### src/rtl/cpu_pkg.sv
// ---------------------------------------------------------------------------
// cpu_pkg
// Shared widths, the sequencer state encoding and the program start-address
// table used by pc_sequencer and its interface.
// ---------------------------------------------------------------------------
package cpu_pkg;

  localparam int PC_W  = 10;
  localparam int CYC_W = 16;
  localparam int TKN_W = 8;

  typedef enum logic [1:0] {
    IDLE = 2'd0,
    RUN  = 2'd1,
    DONE = 2'd2
  } pcs_state_t;

  // Start address of each selectable program, indexed by prog_sel.
  localparam logic [PC_W-1:0] PROG_BASE [4] = '{
    10'd0, 10'd128, 10'd256, 10'd384
  };

  // Table lookup wrapped in a function so callers need no array indexing.
  function automatic logic [PC_W-1:0] progBase(input logic [1:0] sel);
    return PROG_BASE[sel];
  endfunction

endpackage

### src/rtl/pc_sequencer_if.sv
// ---------------------------------------------------------------------------
// pc_sequencer_if
// Bundles the sequencer's control inputs and status outputs.
//   master : drives start/prog_sel/stall/halt_instr/branch/address,
//            observes pc/running/done/cycle_count/taken_count
//   slave  : the sequencer itself (opposite directions)
// ---------------------------------------------------------------------------
interface pc_sequencer_if
  import cpu_pkg::*;
#(
  parameter int PcW  = PC_W,
  parameter int CycW = CYC_W,
  parameter int TknW = TKN_W
);

  logic            start;
  logic [1:0]      prog_sel;
  logic            stall;
  logic            halt_instr;
  logic            branch;
  logic [PcW-1:0]  address;

  logic [PcW-1:0]  pc;
  logic            running;
  logic            done;
  logic [CycW-1:0] cycle_count;
  logic [TknW-1:0] taken_count;

  modport master (
    output start, prog_sel, stall, halt_instr, branch, address,
    input  pc, running, done, cycle_count, taken_count
  );

  modport slave (
    input  start, prog_sel, stall, halt_instr, branch, address,
    output pc, running, done, cycle_count, taken_count
  );

endinterface

### src/rtl/sat_counter.sv
// ---------------------------------------------------------------------------
// sat_counter
// Up-counter that sticks at all-ones instead of wrapping.
//   clk, rst_n : clock, asynchronous active-low reset
//   clr        : synchronous clear (wins over inc)
//   inc        : count up by one when not saturated
//   q          : current count
// ---------------------------------------------------------------------------
module sat_counter #(
  parameter int W = 8
) (
  input  logic         clk,
  input  logic         rst_n,
  input  logic         clr,
  input  logic         inc,
  output logic [W-1:0] q
);

  logic [W-1:0] count_q;
  logic [W-1:0] count_d;

  // Next count: clear first, otherwise increment unless already full.
  always_comb begin
    count_d = count_q;
    if (clr) begin
      count_d = '0;
    end else if (inc && (count_q != '1)) begin
      count_d = count_q + W'(1);
    end
  end

  // Count register.
  always_ff @(posedge clk or negedge rst_n) begin
    if (!rst_n) begin
      count_q <= '0;
    end else begin
      count_q <= count_d;
    end
  end

  assign q = count_q;

endmodule

### src/rtl/pc_sequencer.sv
// ---------------------------------------------------------------------------
// pc_sequencer
// Program counter and run sequencer. Launches a program from the start
// address table, then each RUN cycle holds (stall), stops (halt), redirects
// (branch) or steps the PC. Reports done and saturating cycle/taken counts.
//   clk, rst_n : clock, asynchronous active-low reset
//   bus        : pc_sequencer_if.slave (controls in, pc/status/counts out)
// ---------------------------------------------------------------------------
module pc_sequencer
  import cpu_pkg::*;
#(
  parameter int PcW  = PC_W,
  parameter int CycW = CYC_W,
  parameter int TknW = TKN_W
) (
  input  logic           clk,
  input  logic           rst_n,
  pc_sequencer_if.slave  bus
);

  pcs_state_t     state_q, state_d;
  logic [PcW-1:0] pc_q, pc_d;

  logic cycClr, cycInc;
  logic tknClr, tknInc;

  // Next state, next PC and counter controls. In RUN every cycle counts,
  // and stall beats halt beats branch beats the plain step. start is only
  // looked at from IDLE/DONE, so a start coinciding with halt is dropped.
  always_comb begin
    state_d = state_q;
    pc_d    = pc_q;
    cycClr  = 1'b0;
    cycInc  = 1'b0;
    tknClr  = 1'b0;
    tknInc  = 1'b0;
    case (state_q)
      IDLE, DONE: begin
        if (bus.start) begin
          state_d = RUN;
          pc_d    = PcW'(progBase(bus.prog_sel));
          cycClr  = 1'b1;
          tknClr  = 1'b1;
        end
      end
      RUN: begin
        cycInc = 1'b1;
        if (bus.stall) begin
          pc_d = pc_q;
        end else if (bus.halt_instr) begin
          state_d = DONE;
        end else if (bus.branch) begin
          pc_d   = bus.address;
          tknInc = 1'b1;
        end else begin
          pc_d = pc_q + PcW'(1);
        end
      end
      default: begin
        state_d = IDLE;
      end
    endcase
  end

  // State and PC registers.
  always_ff @(posedge clk or negedge rst_n) begin
    if (!rst_n) begin
      state_q <= IDLE;
      pc_q    <= '0;
    end else begin
      state_q <= state_d;
      pc_q    <= pc_d;
    end
  end

  sat_counter #(.W(CycW)) uCycleCnt (
    .clk   (clk),
    .rst_n (rst_n),
    .clr   (cycClr),
    .inc   (cycInc),
    .q     (bus.cycle_count)
  );

  sat_counter #(.W(TknW)) uTakenCnt (
    .clk   (clk),
    .rst_n (rst_n),
    .clr   (tknClr),
    .inc   (tknInc),
    .q     (bus.taken_count)
  );

  assign bus.pc      = pc_q;
  assign bus.running = (state_q == RUN);
  assign bus.done    = (state_q == DONE);

endmodule

### src/flat_wrapper.sv
// flat-port wrapper written by rule: the top's interface ports become plain ports
module pc_sequencer_flat import cpu_pkg::*;
#(
  parameter int PcW  = PC_W,
  parameter int CycW = CYC_W,
  parameter int TknW = TKN_W
)
  (clk, rst_n, bus_start, bus_prog_sel, bus_stall, bus_halt_instr, bus_branch, bus_address, bus_pc, bus_running, bus_done, bus_cycle_count, bus_taken_count);
  pc_sequencer_if #(.PcW(PcW), .CycW(CycW), .TknW(TknW)) bus_i ();
  input  logic clk;
  input  logic rst_n;
  input wire logic [$bits(bus_i.start)-1:0] bus_start;
  input wire logic [$bits(bus_i.prog_sel)-1:0] bus_prog_sel;
  input wire logic [$bits(bus_i.stall)-1:0] bus_stall;
  input wire logic [$bits(bus_i.halt_instr)-1:0] bus_halt_instr;
  input wire logic [$bits(bus_i.branch)-1:0] bus_branch;
  input wire logic [$bits(bus_i.address)-1:0] bus_address;
  output wire logic [$bits(bus_i.pc)-1:0] bus_pc;
  output wire logic [$bits(bus_i.running)-1:0] bus_running;
  output wire logic [$bits(bus_i.done)-1:0] bus_done;
  output wire logic [$bits(bus_i.cycle_count)-1:0] bus_cycle_count;
  output wire logic [$bits(bus_i.taken_count)-1:0] bus_taken_count;
  assign bus_i.start = bus_start;
  assign bus_i.prog_sel = bus_prog_sel;
  assign bus_i.stall = bus_stall;
  assign bus_i.halt_instr = bus_halt_instr;
  assign bus_i.branch = bus_branch;
  assign bus_i.address = bus_address;
  assign bus_pc = bus_i.pc;
  assign bus_running = bus_i.running;
  assign bus_done = bus_i.done;
  assign bus_cycle_count = bus_i.cycle_count;
  assign bus_taken_count = bus_i.taken_count;
  pc_sequencer #(.PcW(PcW), .CycW(CycW), .TknW(TknW)) u_core (.clk(clk), .rst_n(rst_n), .bus(bus_i));
endmodule
### config.mk
export PLATFORM = sky130hd
export DESIGN_NAME = pc_sequencer_flat
export DESIGN_NICKNAME = d
export VERILOG_FILES = /design/src/rtl/cpu_pkg.sv /design/src/rtl/pc_sequencer_if.sv /design/src/rtl/sat_counter.sv /design/src/rtl/pc_sequencer.sv /design/src/flat_wrapper.sv
export SDC_FILE = /design/constraint.sdc
export NUM_CORES = 1
export LEC_CHECK = 0
export ABC_AREA = 1
export CORE_ASPECT_RATIO = 2
export CORE_UTILIZATION = 51
export CTS_CLUSTER_SIZE = 20
export DETAILED_ROUTE_END_ITERATION = 6
export GPL_TIMING_DRIVEN = 0
export PLACE_DENSITY = 0.85
export SLEW_MARGIN = 20
export SYNTH_ARGS = -nofsm -noshare
export SYNTH_HDL_FRONTEND = slang
export SYNTH_HIERARCHICAL = 1
export SYNTH_SLANG_ARGS = --single-unit
### constraint.sdc
create_clock -name clk -period 2.3 [get_ports clk]
set_input_delay 0.23 -clock clk [delete_from_list [all_inputs] [get_ports clk]]
set_output_delay 0.23 -clock clk [all_outputs]
set_load 0.005 [all_outputs]
# ---- Word-level counts from Yosys, hierarchy flattened
# Index checks and enable logic that the tools add are counted.
# Widths: inputs -> output; s select.
dict set report word_totals {
  inputBits 18
  romBits 0
  mem_bits_rw 0
  elab_cells 49
  out_inout_bits 36
  latchBits 0
  mem_count 0
  reg_bits 36
}
dict set report classes {
  reduce_logical 9
  n_eq_ne 8
  n_mul 0
  n_mux 23
  order_cmp 1
  bitwise 1
  div 0
  n_shift 0
  n_addsub 3
}
# cell count
set ops {}
lappend ops {{$mux 10} 6}
lappend ops {{$mux 16} 2}
lappend ops {{$bmux 10 s2} 1}
lappend ops {{$pmux 10 s2} 1}
lappend ops {{$add 16x1->16 const B} 1}
lappend ops {{$mux 8} 2}
lappend ops {{$ne 16x16->1 const B} 1}
lappend ops {{$add 10x1->10 const B} 1}
lappend ops {{$add 8x1->8 const B} 1}
lappend ops {{$ne 2x2->1 const B} 4}
lappend ops {{$ne 8x8->1 const B} 1}
lappend ops {{$mux 1} 7}
lappend ops {{$mux 2} 3}
lappend ops {{$reduce_bool 2->1} 3}
lappend ops {{$pmux 2 s2} 1}
lappend ops {{$reduce_and 4->1} 1}
lappend ops {{$ge 3x3->1 const B} 1}
lappend ops {{$not 2->3} 1}
lappend ops {{$reduce_and 3->1} 1}
lappend ops {{$eq 2x1->1 const B} 1}
lappend ops {{$eq 2x2->1 const B} 1}
lappend ops {{$logic_and 1x1->1} 2}
lappend ops {{$logic_not 2->1} 1}
lappend ops {{$reduce_or 2->1} 1}

# ---- Logic depth before layout (Yosys ltp)
# Gate-level depths: netlist (run 1).
dict set report logic_depth {
  depth_word 7
  ltp_mapped 10
  depth_no_buf 9
}

# ---- Hierarchy
# Netlist (run 1), hierarchy kept.
# mod area_each_um2 seq_area_each_um2 cells_per_inst n_inst
set by_module_without_submodules {}
lappend by_module_without_submodules {{sat_counter (u_core.uCycleCnt)} 1037.2 400.4 144 1}
lappend by_module_without_submodules {pc_sequencer 845.8 300.3 125 1}
lappend by_module_without_submodules {{sat_counter (u_core.uTakenCnt)} 511.7 200.2 74 1}

# ---- Worst setup path after synthesis (run 1)
# OpenSTA, ideal clock, no wires.
dict set report synth_timing {
  path_kind {reg2reg}
  startpoint {register u_core.state_q[1]}
  endpoint {register u_core.uTakenCnt.count_q[7], in the netlist u_core/uTakenCnt/q[7]}
  synth_period_minus_slack_ps 1640
  n_path_buf 0
  setup_slack_ps 660
  setup_ps 113
  stages_incl_launch_ff 9
  t_required_ps 2187
  arrival_time_ps 1527
  cell_sequence {dfrtp_1 nor2_1 nand2_1 nor3_1 inv_1 a21oi_1 nand3_1 nand2_1 inv_1}
}
dict set report synth_via {
  elab_chain_len 4
  word_cells_on_any_way 9
  classes_between {2 x eq/ne; 3 x mux; 4 x reduce/logical}
}
# element line
set synth_rtl {}
lappend synth_rtl {{start, declared} pc_sequencer.sv:21} ;# pcs_state_t state_q, state_d;
lappend synth_rtl {{start signal, assigned} pc_sequencer.sv:71} ;# state_q <= state_d;
lappend synth_rtl {{$eq 2x1->1} pc_sequencer.sv:37} ;# case (state_q)
lappend synth_rtl {{$mux 1} pc_sequencer.sv:37}
lappend synth_rtl {{net u_core.tknInc} pc_sequencer.sv:25} ;# logic tknClr, tknInc;
lappend synth_rtl {{$logic_and 1x1->1} sat_counter.sv:27} ;# end else if (inc && (count_q != '1)) begin
lappend synth_rtl {{$reduce_bool 2->1 (no line)} n/a}
lappend synth_rtl {{end signal, assigned} sat_counter.sv:37} ;# count_q <= count_d;
lappend synth_rtl {{end, declared} sat_counter.sv:19} ;# logic [W-1:0] count_q;
# The timed path passes the listed nets, and every way through them passes these cells.
# A chain may end at the register's enable or synchronous reset.

# ---- Worst setup path in the final report (run 1)
dict set report layout_timing {
  startpoint {input port bus_branch}
  endpoint {register u_core.uTakenCnt.count_q[7], in the netlist u_core/uTakenCnt/q[7]}
}
dict set report layout_via {
  elab_chain_len 6
}
# element line
set layout_rtl {}
lappend layout_rtl {{start, declared} flat_wrapper.sv:16} ;# input wire logic [$bits(bus_i.branch)-1:0] bus_branch;
lappend layout_rtl {{$mux 1} pc_sequencer.sv:52} ;# end else if (bus.branch) begin
lappend layout_rtl {{$mux 1} pc_sequencer.sv:50} ;# end else if (bus.halt_instr) begin
lappend layout_rtl {{$mux 1} pc_sequencer.sv:48} ;# if (bus.stall) begin
lappend layout_rtl {{$mux 1} pc_sequencer.sv:37}
lappend layout_rtl {{net u_core.tknInc} pc_sequencer.sv:25}
lappend layout_rtl {{$logic_and 1x1->1} sat_counter.sv:27}
lappend layout_rtl {{$reduce_bool 2->1 (no line)} n/a}
# The timed path passes the listed nets, and every way through them passes these cells.

==> qor.csv, run 1 <==
metric,value,unit
status,finished clean,
fin_tns_setup,0,ns
drt_wl_total,6300,um
synth_edf_count,0,
synth_area_leaders,"dfrtp_1 (38%), nand2_1 (17%), nor2_1 (7.5%)",
cp-end-kind,flip-flop,
cp_max_fo,10,
period_share,88.0,%
whs,0.428,ns
ios,54,
root_buffer,clkbuf_8,
pre_cts_slack,0.0237,ns
htree_levels,2,
initial_core_util,54.1,%
fin_crit,2.02,ns
syn_area,2390,um^2
cts_buffers,5,
multi_input_area,1310,um^2
wl_per_cell,13.7,um
finalHoldViolCount,0,
cts-resized-gates,0,
vias,2485,
arrival,2.20,ns
ant_nets,0,
r2r-start,u_core/state_q[1]$_DFFE_PN0P_,
cts_tree,built,
synth_largest_area_cell,dfrtp_1,
clk_pin_slew,0.07,ns
p_per_area,895,nW/um^2
clkLatencyLatePin,0.28,ns
cp_data_required_time,2.48,ns
via_per_inst,5.41,
path_class,input pin to flip-flop,
synth_nets,364,
row_count,34,
grt.total_usage,26.7,%
antenna_found_initial,0,
yosys.area.top_type_share,37.6,%
synth_common_cells,"nand2_1 (107), nor2_1 (48), dfrtp_1 (36)",
finalMaxSlewViolations,0,
synth-seq-cells,36,
synth.most_common_cell,nand2_1,
async_reset_ff_share,100,%
nFillCells,392,
core_area,4420,um^2
drive_above_1_share,10.1,%
grt_overflow_total,0,
firstDrtPassIters,6,
postCtsSetupRepairBufs,0,
ys_types,32,
hpwlAfterDp,4790,um
route.detailed.drc,0,
syn_inst,343,
leakage,0.00143,uW
slew_headroom,66.1,%
clock_skew,0.00868,ns
peakVddDrop,603,uV
die_y,98.9,um
routabilityCongestion,0.859,
worst_pin_slew,0.508,ns
clockBufferDepth,2,
numClockSinks,36,
grt_pass1_vias,2408,
die_w,50.5,um
hp-class,input pin to asynchronous set/reset pin,
grt_first_pass_wirelength,10200,um
drv_cap,0,
final-setup-viol-count,0,
final_nets,426,
synthToLayoutAreaGrowth,29.6,%
seqCellArea,901,um^2
avgSynthCellArea,6.98,um^2
numPortBuffers,53,
timing.final.ws_setup,0.277,ns
synth_warnings,6,
antenna_cells,0,
fmaxAchievable,494,MHz
ys.flop_type,dfrtp_1,
first_iter_violations,84,
grt_max_degree,20,
worstSetupStartpoint,bus_branch,
die_area,4990,um^2
setup.worst_path.start_class,input pin,
grt_setup_unrepaired,no,
ys_seq_area_share,37.6,%
==> per-layer routing <==
metal | wire length [um] | track usage, %
met1 | 2290 | 26.2
met2 | 3480 | 50.3
met3 | 278 | 2.78
met4 | 248 | 16.9
met5 | 0 | 0
==> through the flow <==
step | instance area [um^2] | total power (uW) | cells | utilization (%)
floorplan | 2390 | 1780 | 343 | -
global placement | 2990 | 2310 | 450 | 67.6
detailed placement | 3020 | 2360 | 451 | 68.2
CTS | 3100 | 2790 | 459 | 70.1
global route | 3100 | 2960 | 459 | 70.1
finish | 3100 | 2780 | 459 | 70.1
==> kinds of logic (layout without fill, tap and decap cells) <==
family	Yosys count	in the layout	synth area share (%)
AND/OR/NAND/NOR	221	221	41.3
buffers and inverters	43	105	7.89
flip-flops	36	36	37.6
AO/OA/AOI/OAI	32	32	8.73
XOR/XNOR	8	8	2.93
adder cells (fa/ha/maj)	3	3	1.57
==> worst max-delay path, cell delays in order <==
cell	delay, ns
clkdlybuf4s50_1	0.56
inv_2	0.12
clkbuf_1	0.26
nor3_1	0.42
inv_1	0.11
a21oi_1	0.29
nand3_1	0.11
nand2_1	0.07
inv_1	0.03
==> cells in the final DEF, fill, tap and decap left out <==
master / instances
clkbuf_8: 5
o21bai_1: 4
buf_2: 2
inv_4: 2
a21oi_2: 1
or2_2: 1
dfrtp_1: 36
o2111ai_1: 1
o21ai_0: 5
buf_1: 1
o21ai_2: 1
clkdlybuf4s50_1: 52
o21ai_4: 1
nor2_4: 3
a32o_1: 1
xor2_1: 5
nand4_1: 11
nand2_1: 107
nand3_1: 33
a21oi_1: 9
a21oi_4: 1
nor2_1: 48
nor2_2: 5
buf_12: 1
inv_2: 6
xnor2_1: 3
clkinv_2: 1
clkinv_4: 1
clkbuf_1: 2
ha_1: 3
dlygate4sd3_1: 1
nand2_4: 5
o21ai_1: 8
nand2_2: 4
nor3_1: 4
buf_16: 1
inv_1: 30
==> final cells by class <==
class                      count  share of cell area [%]
multi-input combinational    264                    42.1
sequential                    36                    29.0
timing repair buffer          55                    18.1
inverter                      39                    5.04
clock buffer                   6                    2.34
tap                           54                    2.18
buffer                         4                    1.05
clock inverter                 1                   0.161
==> final timing paths <==
path | end | slack [ns] | cells after the start
min in group clk | u_core/bus.pc[9]$_DFFE_PN0P_ | 0.55 | 2
min | u_core/bus.pc[6]$_DFFE_PN0P_ | 0.43 | 2
max | u_core/uTakenCnt/q[7]$_DFFE_PN0P_ | 0.28 | 9
min reg2reg | u_core/bus.pc[9]$_DFFE_PN0P_ | 0.55 | 2
max reg2reg | u_core/uTakenCnt/q[7]$_DFFE_PN0P_ | 0.39 | 8
max in group asynchronous | u_core/bus.pc[8]$_DFFE_PN0P_ | 1.42 | 3
==> where the power goes <==
| part | leakage (uW) | total, uW | internal, uW | switching, uW |
|---|---|---|---|---|
| registers | 0.000478 | 1020 | 792 | 223 |
| logic | 0.000910 | 1340 | 621 | 721 |
| clock network | 0.0000410 | 419 | 206 | 213 |
| total | 0.00143 | 2780 | 1620 | 1160 |
==> repair_timing <==
item,CTS,global route
hold endpoints to repair,17,0
endpoints found under the setup margin,0,0
hold buffers,1,0
==> state kept, by name, indices dropped and copies added (netlist names) <==
| signal | cells |
|---|---|
| u_core/uCycleCnt/q | 16 |
| u_core/state_q | 2 |
| u_core/uTakenCnt/q | 8 |
| u_core/bus.pc | 10 |
Power figures use the tool's default switching activity.
==> run 2: changes to the inputs <==
--- a/config.mk
+++ b/config.mk
@@ -6,14 +6,14 @@
 export NUM_CORES = 1
 export LEC_CHECK = 0
 export ABC_AREA = 1
+export ABC_CLOCK_PERIOD_IN_PS = 2300
 export CORE_ASPECT_RATIO = 2
-export CORE_UTILIZATION = 51
+export CORE_UTILIZATION = 50
 export CTS_CLUSTER_SIZE = 20
 export DETAILED_ROUTE_END_ITERATION = 6
 export GPL_TIMING_DRIVEN = 0
-export PLACE_DENSITY = 0.85
+export PLACE_DENSITY = 0.84
 export SLEW_MARGIN = 20
 export SYNTH_ARGS = -nofsm -noshare
 export SYNTH_HDL_FRONTEND = slang
-export SYNTH_HIERARCHICAL = 1
 export SYNTH_SLANG_ARGS = --single-unit
==> run 2 against run 1 <==
Power decreased by 3.8%; final area down 2.1%; critical path type is now flip-flop to primary output; non-clock buffer count is the same; first-iteration DRC count fell by 7.1%; final cell count is 5.2% lower; clock power is 33% higher; sequential share of layout area increased by 0.63 points.
==> qor.csv, run 2 <==
metric,value,unit,change
status,finished clean,,
ys.flop_type,dfrtp_1,,
first_iter_violations,78,,-7.1%
slew_headroom,78.0,%,+12 points
drive_above_1_share,8.14,%,-2.0 points
hpwlAfterDp,4450,um,-7.3%
nFillCells,367,,-6.4%
fmaxAchievable,586,MHz,+18%
synth_edf_count,0,,unchanged
finalHoldViolCount,0,,unchanged
route.detailed.drc,0,,unchanged
wl_per_cell,13.3,um,-3.4%
p_per_area,880,nW/um^2,-1.7%
cts_hold_buf,1,,unchanged
clkLatencyLatePin,0.29,ns,about the same
largest_register_ffs,16,,unchanged
fin_tns_setup,0,ns,unchanged
synth_area_leaders,"dfrtp_1 (39%), nand2_1 (15%), nand3_1 (6.9%)",,
synth_warnings,0,,-6
hold_start,bus_branch,,
cts-resized-gates,0,,unchanged
clk_pin_slew,0.08,ns,about the same
antenna_found_initial,0,,unchanged
grt_first_pass_wirelength,9930,um,-2.4%
worst_pin_slew,0.329,ns,-0.179 ns
peakVddDrop,673,uV,+12%
antenna_cells,0,,unchanged
synth.most_common_cell,nand2_1,,
setup.worst_path.start_class,flip-flop,,
drt_wl_total,5760,um,-8.5%
htree_levels,2,,unchanged
ys_types,29,,-9.4%
async_reset_ff_share,100,%,unchanged
holdPathStages,3,,
routabilityCongestion,0.869,,+1.2%
path_class,flip-flop to primary output,,
syn_area,2320,um^2,-3.3%
final_nets,401,,-5.9%
hp-class,input pin to flip-flop,,
postCtsSetupRepairBufs,0,,unchanged
die_area,4920,um^2,-1.3%
clock_skew,0.0125,ns,+0.00386 ns
numClockSinks,36,,unchanged
vias,2339,,-5.9%
grt_max_degree,28,,+40%
fin_crit,1.71,ns,-0.315 ns
arrival,1.48,ns,-0.72 ns
row_count,34,,unchanged
cp-end-kind,primary output,,
numPortBuffers,52,,-1.9%
synth_largest_area_cell,dfrtp_1,,
grt_pass1_vias,2329,,-3.3%
finalMaxSlewViolations,0,,unchanged
synth-seq-cells,36,,unchanged
cp_max_fo,7,,-3
yosys.area.top_type_share,38.9,%,+1.3 points
ant_nets,0,,unchanged
pre_cts_slack,0.625,ns,+0.601 ns
leakage,0.00143,uW,-0.17%
ios,54,,unchanged
cp_data_required_time,2.07,ns,-0.41 ns
drv_cap,0,,unchanged
r2r_cells,9,,+1
synthToLayoutAreaGrowth,31.1,%,
core_area,4380,um^2,-0.96%
synth_common_cells,"nand2_1 (94), dfrtp_1 (36), nor2_1 (35)",,
avgSynthCellArea,7.26,um^2,+4.0%
ys_seq_area_share,38.9,%,+1.3 points
syn_inst,319,,-7.0%
grt.total_usage,26.1,%,-0.56 points
initial_core_util,52.9,%,-1.3 points
grt_setup_unrepaired,no,,
rrSetupSlack,0.62,ns,+0.23 ns
timing.final.ws_setup,0.592,ns,+0.315 ns
cts_tree,built,,
cts_buffers,5,,unchanged
period_share,74.3,%,-14 points
die_y,98.3,um,-0.67%
grt_overflow_total,0,,unchanged
root_buffer,clkbuf_8,,
final_common_cell,nand2_1,,
firstDrtPassIters,4,,-2
r2r-start,u_core.uCycleCnt.q[0]$_DFFE_PN0P_,,
r2r-end,u_core.uCycleCnt.q[15]$_DFFE_PN0P_,,
mostFrequentLayoutCells,"nand2_1 (94), clkdlybuf4s50_1 (51), dfrtp_1 (36)",,
hold_end,u_core.bus.pc[6]$_DFFE_PN0P_,,
die_w,50.1,um,-0.65%
final-setup-viol-count,0,,unchanged
clockBufferDepth,2,,unchanged
synth_nets,340,,-6.6%
via_per_inst,5.38,,-0.68%
[run 2: cell types whose count changed after synthesis, sizes merged, moves of 2 or more]
cell   change
o22ai      +2
o21ai      +3
nor3       -2
xor2       +6
a21oi      -6
buf        +2
nand4      +4
nor2      -12
nand2     -18
mux2i      +2
[run 2: where the power goes]
| group | internal, uW | total [uW] | switching (uW) | leakage, uW |
|---|---|---|---|---|
| sequential | 775 | 976 | 201 | 0.000484 |
| combinational | 524 | 1140 | 615 | 0.000887 |
| clock | 322 | 556 | 234 | 0.0000552 |
[run 2: worst max path at each step]
| stage | from | end | slack [ns] | cells after the start |
|---|---|---|---|---|
| after detailed placement | u_core.uCycleCnt.q[0]$_DFFE_PN0P_ | u_core.uCycleCnt.q[15]$_DFFE_PN0P_ | 0.62 | 9 |
| after floorplan | u_core.uCycleCnt.q[0]$_DFFE_PN0P_ | u_core.uCycleCnt.q[15]$_DFFE_PN0P_ | 0.84 | 9 |
| after global placement | rst_n | u_core.uTakenCnt.q[1]$_DFFE_PN0P_ | 0.11 | 1 |
| after CTS | u_core.state_q[1]$_DFFE_PN0P_ | bus_running | 0.59 | 2 |
| final | u_core.state_q[1]$_DFFE_PN0P_ | bus_running | 0.59 | 2 |
| after global routing | u_core.uCycleCnt.q[0]$_DFFE_PN0P_ | u_core.uCycleCnt.q[13]$_DFFE_PN0P_ | 0.47 | 9 |
[run 2: logic make-up (layout without fill, tap and decap cells)]
kind of cell	Yosys count	after routing	share of synthesized area, %
AOI/OAI and AO/OA	31	31	7.62
xor gates and xnor gates	13	13	4.92
adders and majority gates	3	3	1.62
buffers and inverters	43	105	7.62
DFF	36	36	38.9
muxes	2	2	0.864
and+or+nand+nor	191	191	38.5
[run 2: area by class of cell]
cell class                 instances  area [um^2]  share of cell area (%)
inverter                          38          145                    4.78
buffer                             5         31.3                    1.03
clock buffer                       6         72.6                    2.39
timing repair buffer              54          546                    18.0
multi-input combinational        240         1240                    40.8
tap                               54         67.6                    2.22
sequential                        36          901                    29.7
clock inverter                     2         35.0                    1.15
[run 2: through the flow]
stage          total power, uW  hold slack (ns)  cells  util (%)  area (um^2)
2_1_floorplan             1600          -0.0656    319         -         2320
3_3_place_gp              2090            0.496    425      66.3         2900
3_5_place_dp              2120            0.119    426      66.6         2920
4_1_cts                   2700            0.307    435      69.3         3040
5_1_grt                   2860            0.344    435      69.3         3040
6_report                  2670            0.314    435      69.3         3040
[run 2: per-layer routing]
metal,wire [um],global-route usage [%]
met5,0,0
met2,3270,47.9
met1,2100,25.3
met4,182,17.8
met3,205,3.89
[run 2: critical path, cell delays in order (launching register included)]
cell and delay, ns:
dfrtp_1 0.45, nor2_8 0.20, clkdlybuf4s50_1 0.53
==> run 3: changes to the inputs <==
--- a/config.mk
+++ b/config.mk
@@ -6,7 +6,7 @@
 export NUM_CORES = 1
 export LEC_CHECK = 0
 export ABC_AREA = 1
-export ABC_CLOCK_PERIOD_IN_PS = 2300
+export ABC_CLOCK_PERIOD_IN_PS = 1750
 export CORE_ASPECT_RATIO = 2
 export CORE_UTILIZATION = 50
 export CTS_CLUSTER_SIZE = 20
==> constraint.sdc (replaced) <==
create_clock -name clk -period 1.75 [get_ports clk]
set_input_delay 0.175 -clock clk [delete_from_list [all_inputs] [get_ports clk]]
set_output_delay 0.175 -clock clk [all_outputs]
set_load 0.005 [all_outputs]
==> run 3 against run 2 <==
Global-route usage did not move; clock skew is 0.00053 ns higher; die area stayed put; clock power increased by 32%; sequential power grew 31%; power up 32%; combinational power grew 32%; register-to-register slack got worse by 0.49 ns; final cell count did not move; critical path type unchanged; critical endpoint unchanged; largest cell class unchanged.
==> qor.csv, run 3 (same netlist as run 2, synthesis figures left out) <==
metric,value,unit,change
antenna_cells,0,,unchanged
postCtsSetupRepairBufs,0,,unchanged
final_cell_count_no_fill,435,,unchanged
grt.busiest_layer,met2,,
die_area,4920,um^2,unchanged
cp_max_fo,7,,unchanged
cts_tree,built,,
slew_headroom,78.2,%,+0.22 points
setup.worst_path.start_class,flip-flop,,
use_met3,3.89,%,unchanged
drt_wl_total,5780,um,+0.31%
root_buffer,clkbuf_8,,
leakage,0.00143,uW,about the same
via_per_inst,5.41,,+0.60%
cp-end-kind,primary output,,
die_w,50.1,um,unchanged
clk_pin_slew,0.08,ns,about the same
clkLatencyLatePin,0.29,ns,about the same
clock_skew,0.0131,ns,+0.000528 ns
htree_levels,2,,unchanged
largest_register_ffs,16,,unchanged
clockBufferDepth,2,,unchanged
final-setup-viol-count,0,,unchanged
grt_first_pass_wirelength,9930,um,unchanged
drv_cap,0,,unchanged
drive_above_1_share,8.14,%,unchanged
grt_pass1_vias,2329,,unchanged
path_class,flip-flop to primary output,,
mostFrequentLayoutCells,"nand2_1 (94), clkdlybuf4s50_1 (51), dfrtp_1 (36)",,
fmaxAchievable,605,MHz,
wl_per_cell,13.3,um,+0.31%
row_count,34,,unchanged
timing.final.ws_setup,0.0983,ns,-0.494 ns
final_common_cell,nand2_1,,
cp_data_required_time,1.57,ns,-0.50 ns
firstDrtPassIters,4,,unchanged
pre_cts_slack,0.0747,ns,-0.550 ns
worst_pin_slew,0.326,ns,-0.00333 ns
antenna_found_initial,0,,unchanged
numPortBuffers,52,,unchanged
p_per_area,1160,nW/um^2,+32%
grt.total_usage,26.1,%,unchanged
final_nets,401,,unchanged
peakVddDrop,892,uV,+33%
routabilityCongestion,0.869,,unchanged
hp-class,input pin to flip-flop,,
ios,54,,unchanged
cts_buffers,5,,unchanged
route.detailed.drc,0,,unchanged
post-place-cells,426,,unchanged
ant_nets,0,,unchanged
report.power.total,3530,uW,+32%
arrival,1.48,ns,about the same
core_area,4380,um^2,unchanged
finalMaxSlewViolations,0,,unchanged
status,finished clean,,
first_iter_violations,66,,-15%
use_met1,25.3,%,unchanged
initial_core_util,52.9,%,unchanged
fin_crit,1.65,ns,
gr-usage-met2,47.9,%,unchanged
period_share,94.4,%,
die_y,98.3,um,unchanged
vias,2353,,+0.60%
synthToLayoutAreaGrowth,31.4,%,
numClockSinks,36,,unchanged
grt_overflow_total,0,,unchanged
grt_max_degree,28,,unchanged
hpwlAfterDp,4450,um,unchanged
finalHoldViolCount,0,,unchanged
==> run 3: cell counts in the layout (fill, tap and decap cells not counted) <==
No cell type changed its count.
==> run 3: final cells by class <==
class | instances | area (um^2)
Inverter | 38 | 145
Fill cell | 368 | 1340
Sequential cell | 36 | 901
Clock buffer | 6 | 72.6
Clock inverter | 2 | 35.0
Buffer | 5 | 31.3
Tap cell | 54 | 67.6
Multi-Input combinational cell | 240 | 1250
Timing Repair Buffer | 54 | 546
==> run 3: layer usage <==
| metal | share of wire, % | vias up |
|---|---|---|
| li1 | - | 1152 |
| met1 | 36 | 1111 |
| met2 | 57 | 70 |
| met3 | 3.6 | 20 |
| met4 | 3.4 | 0 |
| met5 | 0 | - |
==> run 3: repair_timing <==
action,in CTS,in global routing
resized for setup,0,1
setup endpoints to repair,0,10
hold buffers,1,0
hold endpoints to repair,9,0
==> run 3: per-stage QoR <==
| step | instance area [um^2] | util [%] | hold WS, ns | setup TNS [ns] |
|---|---|---|---|---|
| 2_1_floorplan | 2320 | - | -0.121 | 0 |
| 3_3_place_gp | 2900 | 66.3 | 0.496 | -13.63 |
| 3_5_place_dp | 2920 | 66.6 | 0.0641 | 0 |
| 4_1_cts | 3040 | 69.3 | 0.252 | 0 |
| 5_1_grt | 3040 | 69.5 | 0.289 | -0.00246 |
| 6_report | 3040 | 69.5 | 0.259 | 0 |
==> run 3: worst max-delay path: stages, from the launching register on <==
cell	delay [ns]
dfrtp_1	0.45
nor2_8	0.20
clkdlybuf4s50_1	0.53
==> run 3: worst paths after layout <==
path / startpoint / cells past startpoint / slack (ns) / end
worst min register to register: u_core.state_q[0]$_DFFE_PN0P_ / 1 / 0.51 / u_core.state_q[1]$_DFFE_PN0P_
worst max-delay path: u_core.state_q[1]$_DFFE_PN0P_ / 2 / 0.1 / bus_running
min in group asynchronous: rst_n / 2 / 0.28 / u_core.uCycleCnt.q[1]$_DFFE_PN0P_
max in group asynchronous: rst_n / 3 / 1.03 / u_core.uTakenCnt.q[3]$_DFFE_PN0P_
worst max register to register: u_core.uCycleCnt.q[0]$_DFFE_PN0P_ / 9 / 0.13 / u_core.uCycleCnt.q[15]$_DFFE_PN0P_
worst min-delay path: bus_branch / 3 / 0.26 / u_core.bus.pc[6]$_DFFE_PN0P_
==> run 3: power breakdown <==
group	internal, uW	total (uW)	switching (uW)
Sequential	1020	1280	263
Combinational	699	1510	816
Clock	423	732	309
Total	2140	3530	1390
